[src/rtl/combinador_carriles.sv]
// combinador_carriles: buffers four byte lanes in per-lane FIFOs and drains
// them in strict lane order 0,1,2,3 onto one registered byte stream.
// Raises pausa when any lane FIFO is almost full and keeps a sticky overflow
// flag for writes dropped on a full FIFO.
// Optional macro COMBINADOR_OVERFLOW_CNT_EN adds the saturating 8-bit
// cnt_overflow output counting dropped bytes.
module combinador_carriles #(
  parameter int DEPTH = 4,
  parameter int PTR_W = 2
) (
  input  logic       clk,
  input  logic       reset,
  input  logic       active,
  input  logic       valid0,
  input  logic       valid1,
  input  logic       valid2,
  input  logic       valid3,
  input  logic [7:0] data_in0,
  input  logic [7:0] data_in1,
  input  logic [7:0] data_in2,
  input  logic [7:0] data_in3,
  output logic [7:0] data_out,
  output logic       valid_out,
  output logic       pausa,
  output logic       error_overflow
`ifdef COMBINADOR_OVERFLOW_CNT_EN
  ,
  output logic [7:0] cnt_overflow
`endif
);

  localparam int CNT_W = PTR_W + 1;
  localparam logic [CNT_W-1:0] CNT_FULL   = CNT_W'(DEPTH);
  localparam logic [CNT_W-1:0] CNT_ALMOST = CNT_W'(DEPTH - 1);

  logic [3:0]  valid_vec;
  logic [31:0] din_flat;
  logic [31:0] head_flat;
  logic [3:0]  push;
  logic [3:0]  pop;
  logic [3:0]  drop;
  logic [3:0]  almost;

  logic [1:0]  sel_q, sel_d;
  logic [7:0]  data_out_q, data_out_d;
  logic        valid_out_q, valid_out_d;
  logic        error_q, error_d;
  logic        any_pop;

  assign valid_vec = {valid3, valid2, valid1, valid0};
  assign din_flat  = {data_in3, data_in2, data_in1, data_in0};

  genvar gi;
  generate
    for (gi = 0; gi < 4; gi++) begin : g_lane
      logic [7:0]       mem_q [DEPTH];
      logic [PTR_W-1:0] wr_ptr_q, wr_ptr_d;
      logic [PTR_W-1:0] rd_ptr_q, rd_ptr_d;
      logic [CNT_W-1:0] cnt_q, cnt_d;

      // Push/pop/drop decisions all use the pre-edge count, so a full FIFO
      // drops even if it pops at the same edge, and an empty one cannot pop.
      assign push[gi]   = active & valid_vec[gi] & (cnt_q != CNT_FULL);
      assign drop[gi]   = active & valid_vec[gi] & (cnt_q == CNT_FULL);
      assign pop[gi]    = (sel_q == 2'(gi)) & (cnt_q != '0);
      assign almost[gi] = (cnt_q >= CNT_ALMOST);
      assign head_flat[gi*8 +: 8] = mem_q[rd_ptr_q];

      // Next-state for pointers and occupancy; pointers wrap naturally.
      always_comb begin
        wr_ptr_d = wr_ptr_q;
        rd_ptr_d = rd_ptr_q;
        cnt_d    = cnt_q + CNT_W'(push[gi]) - CNT_W'(pop[gi]);
        if (push[gi]) wr_ptr_d = wr_ptr_q + 1'b1;
        if (pop[gi])  rd_ptr_d = rd_ptr_q + 1'b1;
      end

      // Pointer and count registers; reset discards any buffered bytes.
      always_ff @(posedge clk or negedge reset) begin
        if (!reset) begin
          wr_ptr_q <= '0;
          rd_ptr_q <= '0;
          cnt_q    <= '0;
        end else begin
          wr_ptr_q <= wr_ptr_d;
          rd_ptr_q <= rd_ptr_d;
          cnt_q    <= cnt_d;
        end
      end

      // Lane storage, no reset: contents are only meaningful below cnt_q.
      always_ff @(posedge clk) begin
        if (push[gi]) mem_q[wr_ptr_q] <= din_flat[gi*8 +: 8];
      end
    end
  endgenerate

  // Drain the selected lane; stall on it while empty to keep byte order.
  always_comb begin
    any_pop     = pop[sel_q];
    sel_d       = sel_q + 2'(any_pop);
    valid_out_d = any_pop;
    data_out_d  = any_pop ? head_flat[{sel_q, 3'b000} +: 8] : data_out_q;
    error_d     = error_q | (|drop);
  end

  // Output stream, selector and sticky overflow registers.
  always_ff @(posedge clk or negedge reset) begin
    if (!reset) begin
      sel_q       <= '0;
      data_out_q  <= 8'h00;
      valid_out_q <= 1'b0;
      error_q     <= 1'b0;
    end else begin
      sel_q       <= sel_d;
      data_out_q  <= data_out_d;
      valid_out_q <= valid_out_d;
      error_q     <= error_d;
    end
  end

  assign data_out       = data_out_q;
  assign valid_out      = valid_out_q;
  assign error_overflow = error_q;
  assign pausa          = |almost;

`ifdef COMBINADOR_OVERFLOW_CNT_EN
  logic [7:0] cnt_ovf_q, cnt_ovf_d;
  logic [2:0] drops_now;
  logic [8:0] cnt_sum;

  // Add this cycle's dropped bytes, saturating at 8'hFF.
  always_comb begin
    drops_now = 3'(drop[0]) + 3'(drop[1]) + 3'(drop[2]) + 3'(drop[3]);
    cnt_sum   = {1'b0, cnt_ovf_q} + 9'(drops_now);
    cnt_ovf_d = cnt_sum[8] ? 8'hFF : cnt_sum[7:0];
  end

  // Dropped-byte counter register.
  always_ff @(posedge clk or negedge reset) begin
    if (!reset) cnt_ovf_q <= 8'h00;
    else        cnt_ovf_q <= cnt_ovf_d;
  end

  assign cnt_overflow = cnt_ovf_q;
`endif

endmodule

[config.mk]
export PLATFORM = sky130hd
export DESIGN_NAME = combinador_carriles
export DESIGN_NICKNAME = d
export VERILOG_FILES = /design/src/rtl/combinador_carriles.sv
export SDC_FILE = /design/constraint.sdc
export NUM_CORES = 1
export LEC_CHECK = 0
export ABC_AREA = 1
export CORE_ASPECT_RATIO = 1.5
export CORE_MARGIN = 3
export CORE_UTILIZATION = 40
export DETAILED_ROUTE_END_ITERATION = 8
export HOLD_SLACK_MARGIN = 0.12
export SLEW_MARGIN = 20
export SYNTH_ARGS = -nofsm -noshare
export SYNTH_HDL_FRONTEND = slang
export SYNTH_SLANG_ARGS = --single-unit
[constraint.sdc]
create_clock -name clk -period 2.15 [get_ports clk]
set_clock_uncertainty 0.15 [all_clocks]
set_input_delay 0.3225 -clock clk [delete_from_list [all_inputs] [get_ports clk]]
set_output_delay 0.3225 -clock clk [all_outputs]
set_load 0.005 [all_outputs]
; ---- Word-level counts from Yosys, hierarchy flattened
; Memories as Yosys holds them, arrays and structs flattened.
; Index checks and enable logic that the tools add are counted.
[totals]
regBits = 40
latchBits = 0
mem_bits_rw = 128
romBits = 0
output_inout_bits = 11
elab_cells = 88
mem_count = 4
[memory_table]
columns = memory, depth, word_bits, rd, rd_ports_with_merged_regs, wr, line
row1 = g_lane[0].mem_q, 4, 8, 1, 0, 1, 56  ; logic [7:0] mem_q [DEPTH];
row2 = g_lane[1].mem_q, 4, 8, 1, 0, 1, 56
row3 = g_lane[2].mem_q, 4, 8, 1, 0, 1, 56
row4 = g_lane[3].mem_q, 4, 8, 1, 0, 1, 56
[classes]
n_addsub = 17
n_mul = 0
n_div = 0
magnitude_cmp = 5
eq_ne = 11
n_shift = 1
n_mux = 10
bitwise_logic = 17
n_reduce_logical = 7
[ops]
columns = op, count
row1 = 32-bit by 6-bit variable part select with 8-bit output, 1
row2 = "2-bit by 1-bit adder with 2-bit output, second input constant", 8
row3 = 1-bit bitwise AND, 16
row4 = 3-bit by 1-bit adder with 3-bit output, 4
row5 = "3-bit == test, second input constant", 4
row6 = "3-bit by 2-bit >= comparator with 1-bit output, second input constant", 4
row7 = "3-bit inequality test, second input constant", 4
row8 = 3-bit nonzero test, 4
row9 = 3-bit by 1-bit subtractor with 3-bit output, 4
row10 = 1-bit two-way mux, 9
row11 = 4-bit OR reduction, 2
row12 = "2-bit == test, second input constant", 2
row13 = "2-bit by 3-bit less-than comparator with 1-bit output, second input constant", 1
row14 = 2-bit by 1-bit adder with 2-bit output, 1
row15 = 1-bit binary-select mux with 2-bit select, 1
row16 = "2-bit by 1-bit == test with 1-bit output, second input constant", 1
row17 = 2-bit zero test, 1
row18 = 1-bit OR, 1

; ---- Longest topological paths before layout
; Gate-level depths: netlist of the first run.
[logic_depth]
ltp_word = 5
ltp_mapped = 9
ltp_nobuf = 9

; ---- Worst setup path after synthesis of the first run
; No wires, ideal clock.
[synth_path]
kind = register -> register
start = register g_lane[1].cnt_q[1]
end = register g_lane[1].cnt_q[2]
setup_time_ns = 0.123
t_arrival_ns = 1.671
slack_ns = 0.207
path_stages_with_launch = 10
synth_period_minus_slack_ns = 1.943
cell_sequence = dfrtp_1 inv_1 nand3_1 nand2_2 nor2_1 o21bai_1 ha_1 inv_1 fa_1 xnor2_1
[synth_via]
elab_chain_len = 4
word_cells_on_any_way = 6
[synth_rtl]
columns = item, line
row1 = start: declaration, 59  ; logic [CNT_W-1:0] cnt_q, cnt_d;
row2 = start signal: assignment, 87  ; cnt_q <= cnt_d;
row3 = 3-bit inequality test, 63  ; assign push[gi] = active & valid_vec[gi] & (cnt_q != CNT_FULL);
row4 = 1-bit bitwise AND, 63
row5 = 3-bit by 1-bit adder with 3-bit output, 73  ; cnt_d = cnt_q + CNT_W'(push[gi]) - CNT_W'(pop[gi]);
row6 = 3-bit by 1-bit subtractor with 3-bit output *, 73
row7 = net g_lane[1].cnt_d[2], 59
; Mark *: on every way through the listed nets, which the timed path passes. The rest lies on a longest branch.
; A chain may end at the register's enable or synchronous reset.

; ---- Final worst setup path of the first run
[layout_path]
start = register g_lane[3].cnt_q[1]
end = output port pausa
[layout_via]
elab_chain_len = 2
[layout_rtl]
columns = item, line
row1 = start: declaration, 59
row2 = start signal: assignment, 87
row3 = 3-bit by 2-bit >= comparator with 1-bit output, 66  ; assign almost[gi] = (cnt_q >= CNT_ALMOST);
row4 = 4-bit OR reduction, 125  ; assign pausa = |almost;
row5 = end: declaration, 24  ; output logic pausa,
; Every way passes these cells.

==> results of run 1 <==
-- area by class of cell --
cell class	count	area, um^2	share of cell area
Sequential cell	168	4850	0.543
Multi-Input combinational cell	385	2140	0.239
Timing Repair Buffer	96	836	0.0936
Clock buffer	18	429	0.0481
Tap cell	213	267	0.0298
Inverter	60	230	0.0258
Clock inverter	14	185	0.0207
-- repair_timing --
action / CTS / global route
setup endpoints to repair: 1 / 6
setup buffers: 1 / 2
hold endpoints to repair: 24 / 0
gates resized for setup: 9 / 7
pin swaps: 2 / 1
hold buffers: 1 / 0
-- worst paths after layout --
check	start	to	slack (ns)	cells past startpoint
worst max-delay path	g_lane[3].cnt_q[1]$_DFF_PN0_	pausa	0.07	6
worst min-delay path	reset	g_lane[2].wr_ptr_q[1]$_DFFE_PN0N_	0.31	2
worst max register to register	g_lane[1].cnt_q[1]$_DFF_PN0_	g_lane[1].cnt_q[2]$_DFF_PN0_	0.13	10
worst min register to register	error_overflow$_DFF_PN0_	error_overflow$_DFF_PN0_	0.32	1
max in group asynchronous	reset	data_out[2]$_DFFE_PN0N_	0.89	3
min in group clk	error_overflow$_DFF_PN0_	error_overflow$_DFF_PN0_	0.32	1
-- metrics by stage --
stage	util	hold WS, ns	worst slack [ns]	TNS [ns]
floorplan	-	-0.123	0.207	0
global placement	0.468	0.207	-0.0578	-0.172
detailed placement	0.468	0.220	-0.128	-0.706
CTS	0.504	0.326	0.0156	0
global route	0.506	0.345	-0.0718	-0.0718
finish	0.506	0.314	0.0690	0
-- worst max-delay path: stages, from the launching register on --
cell,delay (ns)
dfrtp_1,0.40
ha_2,0.19
o21ai_2,0.13
nand2_1,0.08
nor3_2,0.11
nand4_1,0.13
buf_2,0.15
-- sequential cells by signal, indices dropped and copies added, names as in the netlist --
| name | cells |
|---|---|
| g_lane.mem_q | 128 |
| g_lane.cnt_q | 12 |
| data_out | 8 |
| g_lane.rd_ptr_q | 8 |
| g_lane.wr_ptr_q | 8 |
| sel_q | 2 |
| error_overflow | 1 |
| valid_out | 1 |
-- logic make-up after synthesis --
logic type / count (synthesis)
fa+ha+maj: 29
xor+xnor: 13
buf+inv: 80
compound gates: 28
flops: 168
simple gates: 315
-- per-layer routing --
metal  up-vias  GRT usage  share of wire
met4         0     0.0742          0.034
li1       2333          -              -
met2       115      0.286           0.52
met3        35     0.0426          0.046
met1      2310      0.193           0.40
met5         -          0              0
-- Yosys cell counts --
cell type,number,area share
nand2_1,163,0.084
edfxtp_1,128,0.53
nand3_1,101,0.069
inv_1,41,0.021
dfrtp_1,40,0.14
nor2_1,27,0.014
ha_1,25,0.043
inv_2,16,0.0082
o21ai_1,12,0.0082
buf_2,11,0.0075
nand2_2,11,0.0094
xor2_1,11,0.013
nand4_1,6,0.0051
o21ai_0,6,0.0041
buf_4,5,0.0051
a21oi_1,4,0.0027
buf_6,4,0.0062
fa_1,4,0.011
o31ai_4,4,0.012
nor2_2,3,0.0026
clkinv_1,2,0.0010
o21bai_1,2,0.0021
xnor2_1,2,0.0024
inv_6,1,0.0012
nand3_2,1,0.0014
nand4_4,1,0.0029
nor3_1,1,0.00068
or2_2,1,0.00086
-- where the power goes --
| part | internal [mW] | switching [mW] | total [mW] | leakage [nW] |
|---|---|---|---|---|
| combinational | 1.68 | 2.65 | 4.33 | 1.72 |
| clock | 1.86 | 1.31 | 3.17 | 0.291 |
| sequential | 4.18 | 0.607 | 4.79 | 1.63 |
==> results by group, run 1 <==
Route
  – Final WL: roughly 16000 um
  – Avg Vias per Cell: approximately 5.0
  – Starting DRT DRC Count: between 300 and 400
  – DRC: 0
  – Pre-antenna DRT Iters: 4
  – Routed WL per cell: between 15 and 20 um
  – Vias: 4793
  – Final ANT Viol Nets: 0

Cells and area
  – Most frequent cells in the layout: 163 x nand2_1, 128 x edfxtp_1, 99 x nand3_1
  – Final non-filler cell total: between 900 and 1k
  – Layout cell share with drive strength beyond 1: 0.170
  – Area Growth Syn to Fin: 22.1%
  – Commonest non-fill, non-tap cell in the layout: nand2_1
  – Layout Nets: 796
  – ANT cells: 0
  – Filler cells: ~1.5k
  – Design area: just under 9000 um^2

Setup path
  – Crit path DAT: between 1.5 and 2 ns
  – Worst setup SP type: register
  – Critical setup path kind: register to output pin
  – Worst EP required: between 1.5 and 2 ns
  – Critical Path Fanout Max: 2
  – Endpoint class of the critical path: output pin

Placed design
  – Final GP Congestion: roughly 0.8
  – Placed Cells: between 900 and 1k
  – Half-perimeter wire length after placement: around 11000 um
  – I/O Buffers: 49
  – Placed cell area: 8250 um^2

Run
  – Max-Cap Viols: 0

Clock network
  – CTS root buffer: clkbuf_16
  – CTS buffer count: 17
  – Clk slew on worst S/H paths: around 0.070 ns
  – Clk buf depth: 2
  – Clock sinks: roughly 170
  – Clk_lat worst skew: approximately 0.42 ns
  – H-tree depth: 4
  – CTS tree: done

Yosys
  – Adder-Cell Fraction of Synth Area: 0.0537
  – Largest family of logic cells by synthesized area: simple AND/OR/NAND/NOR gates
  – Mean Syn Cell Area: around 12 um^2
  – Gate Count Post-Synth: approximately 630
  – Distinct cells, synth: 28
  – Mux cell area share after synthesis: 0
  – Synthesized area: around 7300 um^2
  – Syn. warnings: 0
  – Syn Nets: between 700 and 800
  – Post-synthesis compound-gate area fraction: 0.0287
  – Synth Register Bits: ~170
  – Post-Synth Simple-Gate Area: 0.189
  – Post-Synth XOR/XNOR Area: 0.0156
  – Sequential cell area fraction in the yosys report: 0.662

Floorplan
  – Initial core utilization: 0.415
  – Full die area: around 20000 um^2
  – # rows: around 60
  – Die width: roughly 120 um
  – Die outline height: between 150 and 200 um
  – Core Area: 17600 um^2
  – Top Ports: 50

STA
  – Max Clock Freq: around 0.48 GHz
  – Worst slew margin: 0.583
  – Endpoints failing hold: 0
  – Setup violations, final: 0
  – Worst slew pin tran: approximately 0.63 ns
  – Part of the cycle the worst path needs: 0.968
  – Post-layout min period: approximately 2.1 ns
  – Final max-slew violation count: 0
  – RSZ-0062 raised after global routing: yes

Pwr
  – Worst vdd ir: around 0.68 mV
  – P per Cell Area: 1380 nW/um^2
  – Cell leakage power: between 3 and 4 nW
  – Total chip power: 12.3 mW

Global routing
  – Grt total ovfl: 0
  – All-Layer GR Usage: 0.166
  – Vias in the first global route: around 4.9k
  – Initial antenna violation count: 0
  – First-pass GRT wire length: about 25000 um
  – Largest net degree at the start of global routing: 27

Status
  – Status: finished clean

Worst hold path
  – Min-Delay Path Class: input pin to asynchronous set/reset pin
Note: power is estimated with default switching activity, not from simulation.
==> run 2, diff against run 1 <==
--- a/config.mk
+++ b/config.mk
@@ -6,11 +6,12 @@
 export NUM_CORES = 1
 export LEC_CHECK = 0
 export ABC_AREA = 1
-export CORE_ASPECT_RATIO = 1.5
+export CORE_ASPECT_RATIO = 1.75
 export CORE_MARGIN = 3
 export CORE_UTILIZATION = 40
 export DETAILED_ROUTE_END_ITERATION = 8
 export HOLD_SLACK_MARGIN = 0.12
+export PLACE_DENSITY = 0.59
 export SLEW_MARGIN = 20
 export SYNTH_ARGS = -nofsm -noshare
 export SYNTH_HDL_FRONTEND = slang
==> run 2 against run 1 <==
Compared with the run above:
- final area grew 0.35%
- global-route usage about the same
- sequential cell count is the same
- wire length fell by 0.54%
- utilization is essentially flat
- first-iteration DRC count decreased by 55%
- die area increased by 0.16%
- clock power grew 3%
- highest routed layer unchanged
- register-to-register slack lost 0.02 ns
- hold slack improved by 0.014 ns
- critical path depth stayed put
- sequential share of layout area decreased by 0.20 points
- critical path type unchanged
==> results by group, run 2 (same netlist as run 1, synthesis figures left out) <==
Status
  – Status: finished clean

Worst hold path
  – Min-Delay Path Class: register to register
  – Worst Hold End: error_overflow$_DFF_PN0_
  – HP Start: error_overflow$_DFF_PN0_
  – Hold Crit Depth: 1

Route
  – Avg Vias per Cell: 4.92 (-2.1%)
  – Routed WL per cell: 16.4 um (-2.3%)
  – DRC: 0 (unchanged)
  – Final WL: 15900 um (-0.54%)
  – Vias: 4775 (-0.38%)
  – Starting DRT DRC Count: 180 (-55%)
  – Final ANT Viol Nets: 0 (unchanged)
  – Pre-antenna DRT Iters: 4 (unchanged)

Cells and area
  – Multi-input gate area: 2130 um^2 (-0.23%)
  – Registers with the most flip-flops: g_lane.mem_q: 128 flops, g_lane.cnt_q: 12 flops
  – Biggest register: g_lane.mem_q
  – Filler cells: 1531 (+1.1%)
  – Layout cell share with drive strength beyond 1: 0.164 (-0.00653)
  – Max reg flops: 128 (unchanged)
  – Most frequent cells in the layout: 163 x nand2_1, 128 x edfxtp_1, 100 x nand3_1
  – Commonest non-fill, non-tap cell in the layout: nand2_1
  – Area Growth Syn to Fin: 22.5%
  – Layout Nets: 795 (-0.13%)
  – Register Area: 4840 um^2 (about the same)
  – Post-Route Utilization: 0.506 (about the same)
  – ANT cells: 0 (unchanged)

Placed design
  – Final GP Congestion: 0.769 (-3.2%)
  – I/O Buffers: 49 (unchanged)
  – Half-perimeter wire length after placement: 11300 um (+0.14%)

STA
  – Endpoints failing hold: 0 (unchanged)
  – Post-layout min period: 2.05 ns (-0.0314 ns)
  – Worst slew margin: 0.597 (+0.0134)
  – Part of the cycle the worst path needs: 0.953 (-0.0146)
  – Max Clock Freq: 0.488 GHz (+1.5%)
  – Setup violations, final: 0 (unchanged)
  – Final max-slew violation count: 0 (unchanged)
  – Worst slew pin tran: 0.605 ns (-0.0201 ns)

Floorplan
  – Top Ports: 50 (unchanged)
  – # rows: 64 (+8.5%)
  – Core Area: 17700 um^2 (+0.30%)
  – Die outline height: 185 um (+7.7%)
  – Initial core utilization: 0.413 (-0.00126)
  – Die width: 108 um (-7.0%)
  – Full die area: 20000 um^2 (+0.16%)

Setup path
  – Critical Path Fanout Max: 2 (unchanged)
  – Worst stage delay on the critical path: 0.42 ns (+0.02 ns)
  – Critical setup path kind: register to output pin
  – Worst reg2reg path depth: 9 (-1)
  – Crit-path slowest cell: dfrtp_1
  – Crit path DAT: 1.58 ns (-0.03 ns)
  – Endpoint class of the critical path: output pin
  – Worst setup SP type: register
  – R2r startpoint: g_lane[3].cnt_q[2]$_DFF_PN0_
  – CP top delay family: flip-flops
  – Worst EP required: 1.68 ns (about the same)
  – Bufs and invs on worst path: 1 (unchanged)
  – Worst R2R End: g_lane[3].cnt_q[2]$_DFF_PN0_
  – Worst path depth: 6 (unchanged)
  – Flop-to-flop setup slack: 0.11 ns (-0.02 ns)
  – Worst path cell trace: ha_4 -> o21ai_2 -> nand2_1 -> nor3_2 -> nand4_1 -> buf_2

Global routing
  – Largest net degree at the start of global routing: 41 (+52%)
  – Vias in the first global route: 4936 (+1.5%)
  – First-pass GRT wire length: 25000 um (+0.19%)
  – All-Layer GR Usage: 0.167 (+0.000296)
  – Initial antenna violation count: 0 (unchanged)
  – Grt total ovfl: 0 (unchanged)

Clock network
  – Clock sinks: 168 (unchanged)
  – CTS tree: done
  – Clk slew on worst S/H paths: 0.06 ns (about the same)
  – CTS root buffer: clkbuf_16
  – Clk_lat worst skew: 0.42 ns (about the same)
  – CTS buffer count: 17 (unchanged)
  – H-tree depth: 4 (unchanged)
  – Clk buf depth: 2 (unchanged)

Pwr
  – Worst vdd ir: 0.525 mV (-23%)
  – P per Cell Area: 1380 nW/um^2 (+0.44%)
  – Cell leakage power: 3.65 nW (+0.44%)
  – Total chip power: 12.4 mW (+0.79%)

Run
  – Max-Cap Viols: 0 (unchanged)
## run 2: cell count changes in the layout (fill, tap and decap cells not counted), sizes merged
cell | before | now
clkinvlp | 3 | 1
buf | 48 | 47
bufinv | 3 | 4
inv | 65 | 66
## run 2: worst max path at each step
stage	from	to
finish	g_lane[3].cnt_q[1]$_DFF_PN0_	pausa
global route	g_lane[3].cnt_q[2]$_DFF_PN0_	pausa
CTS	g_lane[1].cnt_q[1]$_DFF_PN0_	g_lane[1].cnt_q[2]$_DFF_PN0_
detailed placement	active	g_lane[0].cnt_q[2]$_DFF_PN0_
global placement	active	g_lane[0].cnt_q[1]$_DFF_PN0_
floorplan	g_lane[1].cnt_q[1]$_DFF_PN0_	g_lane[1].cnt_q[2]$_DFF_PN0_
## run 2: area by class of cell
| type | count | area share |
|---|---|---|
| timing repair buffer | 95 | 0.0924 |
| multi-input combinational | 385 | 0.238 |
| clock buffer | 18 | 0.0479 |
| inverter | 60 | 0.0257 |
| sequential | 168 | 0.541 |
| clock inverter | 14 | 0.0232 |
| tap | 231 | 0.0323 |
## run 2: metrics by stage
step	TNS [ns]	setup WS (ns)	hold WS (ns)	cells	area (um^2)
floorplan	0	0.207	-0.123	633	7320
global placement	0	0.0149	0.266	935	8270
detailed placement	-0.106	-0.0409	0.277	935	8270
CTS	0	0.0488	0.335	970	8930
global route	-0.00297	-0.00297	0.348	971	8960
finish	0	0.100	0.327	971	8960
## run 2: routing by layer
| layer | vias to the layer above | part of all wire | GRT usage |
|---|---|---|---|
| met5 | - | 0 | 0 |
| met4 | 0 | 0.033 | 0.0844 |
| met1 | 2320 | 0.37 | 0.172 |
| met2 | 101 | 0.57 | 0.315 |
| li1 | 2323 | - | - |
| met3 | 31 | 0.032 | 0.0296 |
## run 2: where the power goes
group	internal, mW	switching (mW)	total [mW]
Clock	1.98	1.29	3.28
Sequential	4.18	0.611	4.79
Combinational	1.71	2.61	4.32
## run 2: timing repair
action	4_1_cts	5_1_grt
resized for setup	7	5
hold endpoints to repair	40	0
pin swaps	1	3
hold buffers	1	0
endpoints found under the setup margin	1	3
cloned	0	0
buffers inserted	2	1
==> run 3, diff against run 2 <==
==> constraint.sdc (replaced) <==
create_clock -name clk -period 2.25 [get_ports clk]
set_clock_uncertainty 0.15 [all_clocks]
set_input_delay 0.3375 -clock clk [delete_from_list [all_inputs] [get_ports clk]]
set_output_delay 0.3375 -clock clk [all_outputs]
set_load 0.005 [all_outputs]
==> run 3 against run 2 <==
Compared with the run above:
- via count rose by 0.10%
- combinational power decreased by 7.9%
- cell count decreased by 0.82%
- critical path depth stayed put
- wire length rose by 1.0%
- first-iteration DRC count grew 22%
- register-to-register slack better by 0.06 ns
- sequential share of layout area increased by 0.75 points
- sequential cell count unchanged
==> results by group, run 3 (same netlist as run 1, synthesis figures left out) <==
Status
  – Status: finished clean

Pwr
  – P per Cell Area: 1310 nW/um^2 (-5.4%)
  – Total chip power: 11.6 mW (-6.7%)
  – P_sw: 4.26 mW (-5.6%)
  – Sequential power share: 0.398 (+0.011)
  – Switching portion of total power: 0.369 (+0.00431)
  – Cell leakage power: 3.58 nW (-1.9%)
  – Worst vdd ir: 0.512 mV (-2.4%)
  – Gate power share: 0.344 (-0.005)
  – Pint: 7.29 mW (-7.3%)
  – Clk pwr share: 0.258 (-0.006)

Setup path
  – Worst EP required: 1.76 ns (+0.08 ns)
  – Endpoint class of the critical path: output pin
  – Worst path cell trace: ha_1 -> o21ai_1 -> nand2_1 -> nor3_1 -> nand4_1 -> clkbuf_2
  – Worst stage delay on the critical path: 0.42 ns (about the same)
  – Critical setup path kind: register to output pin
  – Critical Path Fanout Max: 2 (unchanged)
  – Bufs and invs on worst path: 1 (unchanged)
  – CP top delay family: flip-flops
  – Crit path DAT: 1.64 ns (+0.06 ns)
  – Worst setup SP type: register
  – Crit-path slowest cell: dfrtp_2

STA
  – Part of the cycle the worst path needs: 0.946
  – Endpoints failing hold: 0 (unchanged)
  – Worst slew margin: 0.599 (+0.00226)
  – Worst hold slack: 0.354 ns (+0.0264 ns)
  – Post-layout min period: between 2 and 2.5 ns
  – Setup violations, final: 0 (unchanged)
  – Max Clock Freq: between 0.4 and 0.5 GHz
  – RSZ-0062 raised after global routing: no
  – Final max-slew violation count: 0 (unchanged)
  – Worst slew pin tran: 0.602 ns (-0.00339 ns)

Placed design
  – I/O Buffers: 49 (unchanged)
  – Final GP Congestion: 0.784 (+2.0%)
  – Half-perimeter wire length after placement: 11500 um (+1.8%)
  – Placed cell area: 8190 um^2 (-0.91%)

Route
  – Routed WL per cell: 16.7 um (+1.9%)
  – Pre-antenna DRT Iters: 4 (unchanged)
  – Final WL: 16000 um (+1.0%)
  – Final ANT Viol Nets: 0 (unchanged)
  – DRC: 0 (unchanged)
  – Starting DRT DRC Count: 219 (+22%)
  – Vias: 4780 (+0.10%)
  – Avg Vias per Cell: 4.96 (+0.94%)

Cells and area
  – Layout cell share with drive strength beyond 1: 0.146 (-0.0173)
  – Most frequent cells in the layout: 163 x nand2_1, 128 x edfxtp_1, 101 x nand3_1
  – Layout Nets: 787 (-1.0%)
  – Post-Route Utilization: 0.500 (-0.00679)
  – Biggest register: g_lane.mem_q
  – Filler cells: 1545 (+0.91%)
  – Commonest non-fill, non-tap cell in the layout: nand2_1
  – Area Growth Syn to Fin: 20.8%
  – Design area: 8840 um^2 (-1.3%)
  – Max reg flops: 128 (unchanged)
  – ANT cells: 0 (unchanged)
  – Registers with the most flip-flops: g_lane.mem_q: 128 flops, g_lane.cnt_q: 12 flops

Clock network
  – CTS root buffer: clkbuf_16
  – Clk buf depth: 2 (unchanged)
  – H-tree depth: 4 (unchanged)
  – CTS buffer count: 17 (unchanged)
  – Clk slew on worst S/H paths: 0.07 ns (about the same)
  – CTS tree: done
  – Clock sinks: 168 (unchanged)
  – Clk_lat worst skew: 0.42 ns (about the same)

Global routing
  – Vias in the first global route: 5005 (+1.4%)
  – Grt total ovfl: 0 (unchanged)
  – First-pass GRT wire length: 25300 um (+1.2%)
  – Largest net degree at the start of global routing: 41 (unchanged)
  – All-Layer GR Usage: 0.168 (+0.000996)
  – Initial antenna violation count: 0 (unchanged)

Floorplan
  – Top Ports: 50 (unchanged)
  – Initial core utilization: 0.413 (unchanged)
  – Full die area: 20000 um^2 (unchanged)
  – Die outline height: 185 um (unchanged)
  – Core Area: 17700 um^2 (unchanged)
  – # rows: 64 (unchanged)
  – Die width: 108 um (unchanged)

Worst hold path
  – Min-Delay Path Class: register to register

Run
  – Max-Cap Viols: 0 (unchanged)
==> run 3: per-layer routing <==
layer	share of wire	vias up	GRT usage
li1	-	2316	-
met1	0.37	2346	0.170
met2	0.58	92	0.327
met3	0.030	26	0.0310
met4	0.024	0	0.0698
met5	0	-	0
==> run 3: what timing repair did <==
action / in CTS / in global routing
buffers inserted: 4 / 1
gates resized for setup: 6 / 1
endpoints found under the setup margin: 1 / 1
hold buffers: 1 / 0
endpoints found under the hold margin: 40 / 0
==> run 3: path summary, 6_finish.rpt <==
kind	from	end	slack, ns	depth (start not counted)
worst min-delay path	data_out[7]$_DFFE_PN0N_	data_out[7]$_DFFE_PN0N_	0.35	2
min in group asynchronous	reset	g_lane[1].wr_ptr_q[0]$_DFFE_PN0P_	0.37	3
worst max register to register	sel_q[0]$_DFF_PN0_	g_lane[1].cnt_q[2]$_DFF_PN0_	0.17	9
worst min register to register	data_out[7]$_DFFE_PN0N_	data_out[7]$_DFFE_PN0N_	0.35	2
max in group asynchronous	reset	g_lane[3].cnt_q[1]$_DFF_PN0_	1.18	3
worst max-delay path	g_lane[3].cnt_q[1]$_DFF_PN0_	pausa	0.12	6
==> run 3: layout make-up <==
type	instances	area, um^2	share of cell area
Multi-Input combinational cell	385	2100	0.238
Tap cell	231	289	0.0327
Sequential cell	168	4850	0.548
Inverter	60	230	0.0260
Clock buffer	20	437	0.0494
Clock inverter	12	168	0.0190
Timing Repair Buffer	87	768	0.0869
==> run 3: power groups by stage <==
stage	Sequential (mW)	Combinational, mW	Clock [mW]
global placement	4.65	3.79	0
CTS	4.60	4.05	3.04
global route	4.68	4.47	3.17
detailed placement	4.68	3.94	0
finish	4.60	3.98	2.98
floorplan	4.37	2.88	0
==> run 3: through the flow <==
step                      setup slack [ns]  std cells  setup TNS [ns]
final                                0.122        963               0
after global routing                0.0200        963               0
after CTS                          0.00958        962               0
after detailed placement           -0.0102        925         -0.0102
after global placement              0.0805        925               0
after floorplan                      0.307        633               0
==> run 3: worst reg2reg max path, stage by stage (launching register included) <==
cell	delay, ns
dfrtp_1	0.42
inv_1	0.06
nor2_1	0.22
nand2_2	0.09
nor2_1	0.16
o21bai_1	0.14
ha_1	0.16
inv_1	0.05
fa_1	0.38
xnor2_1	0.14
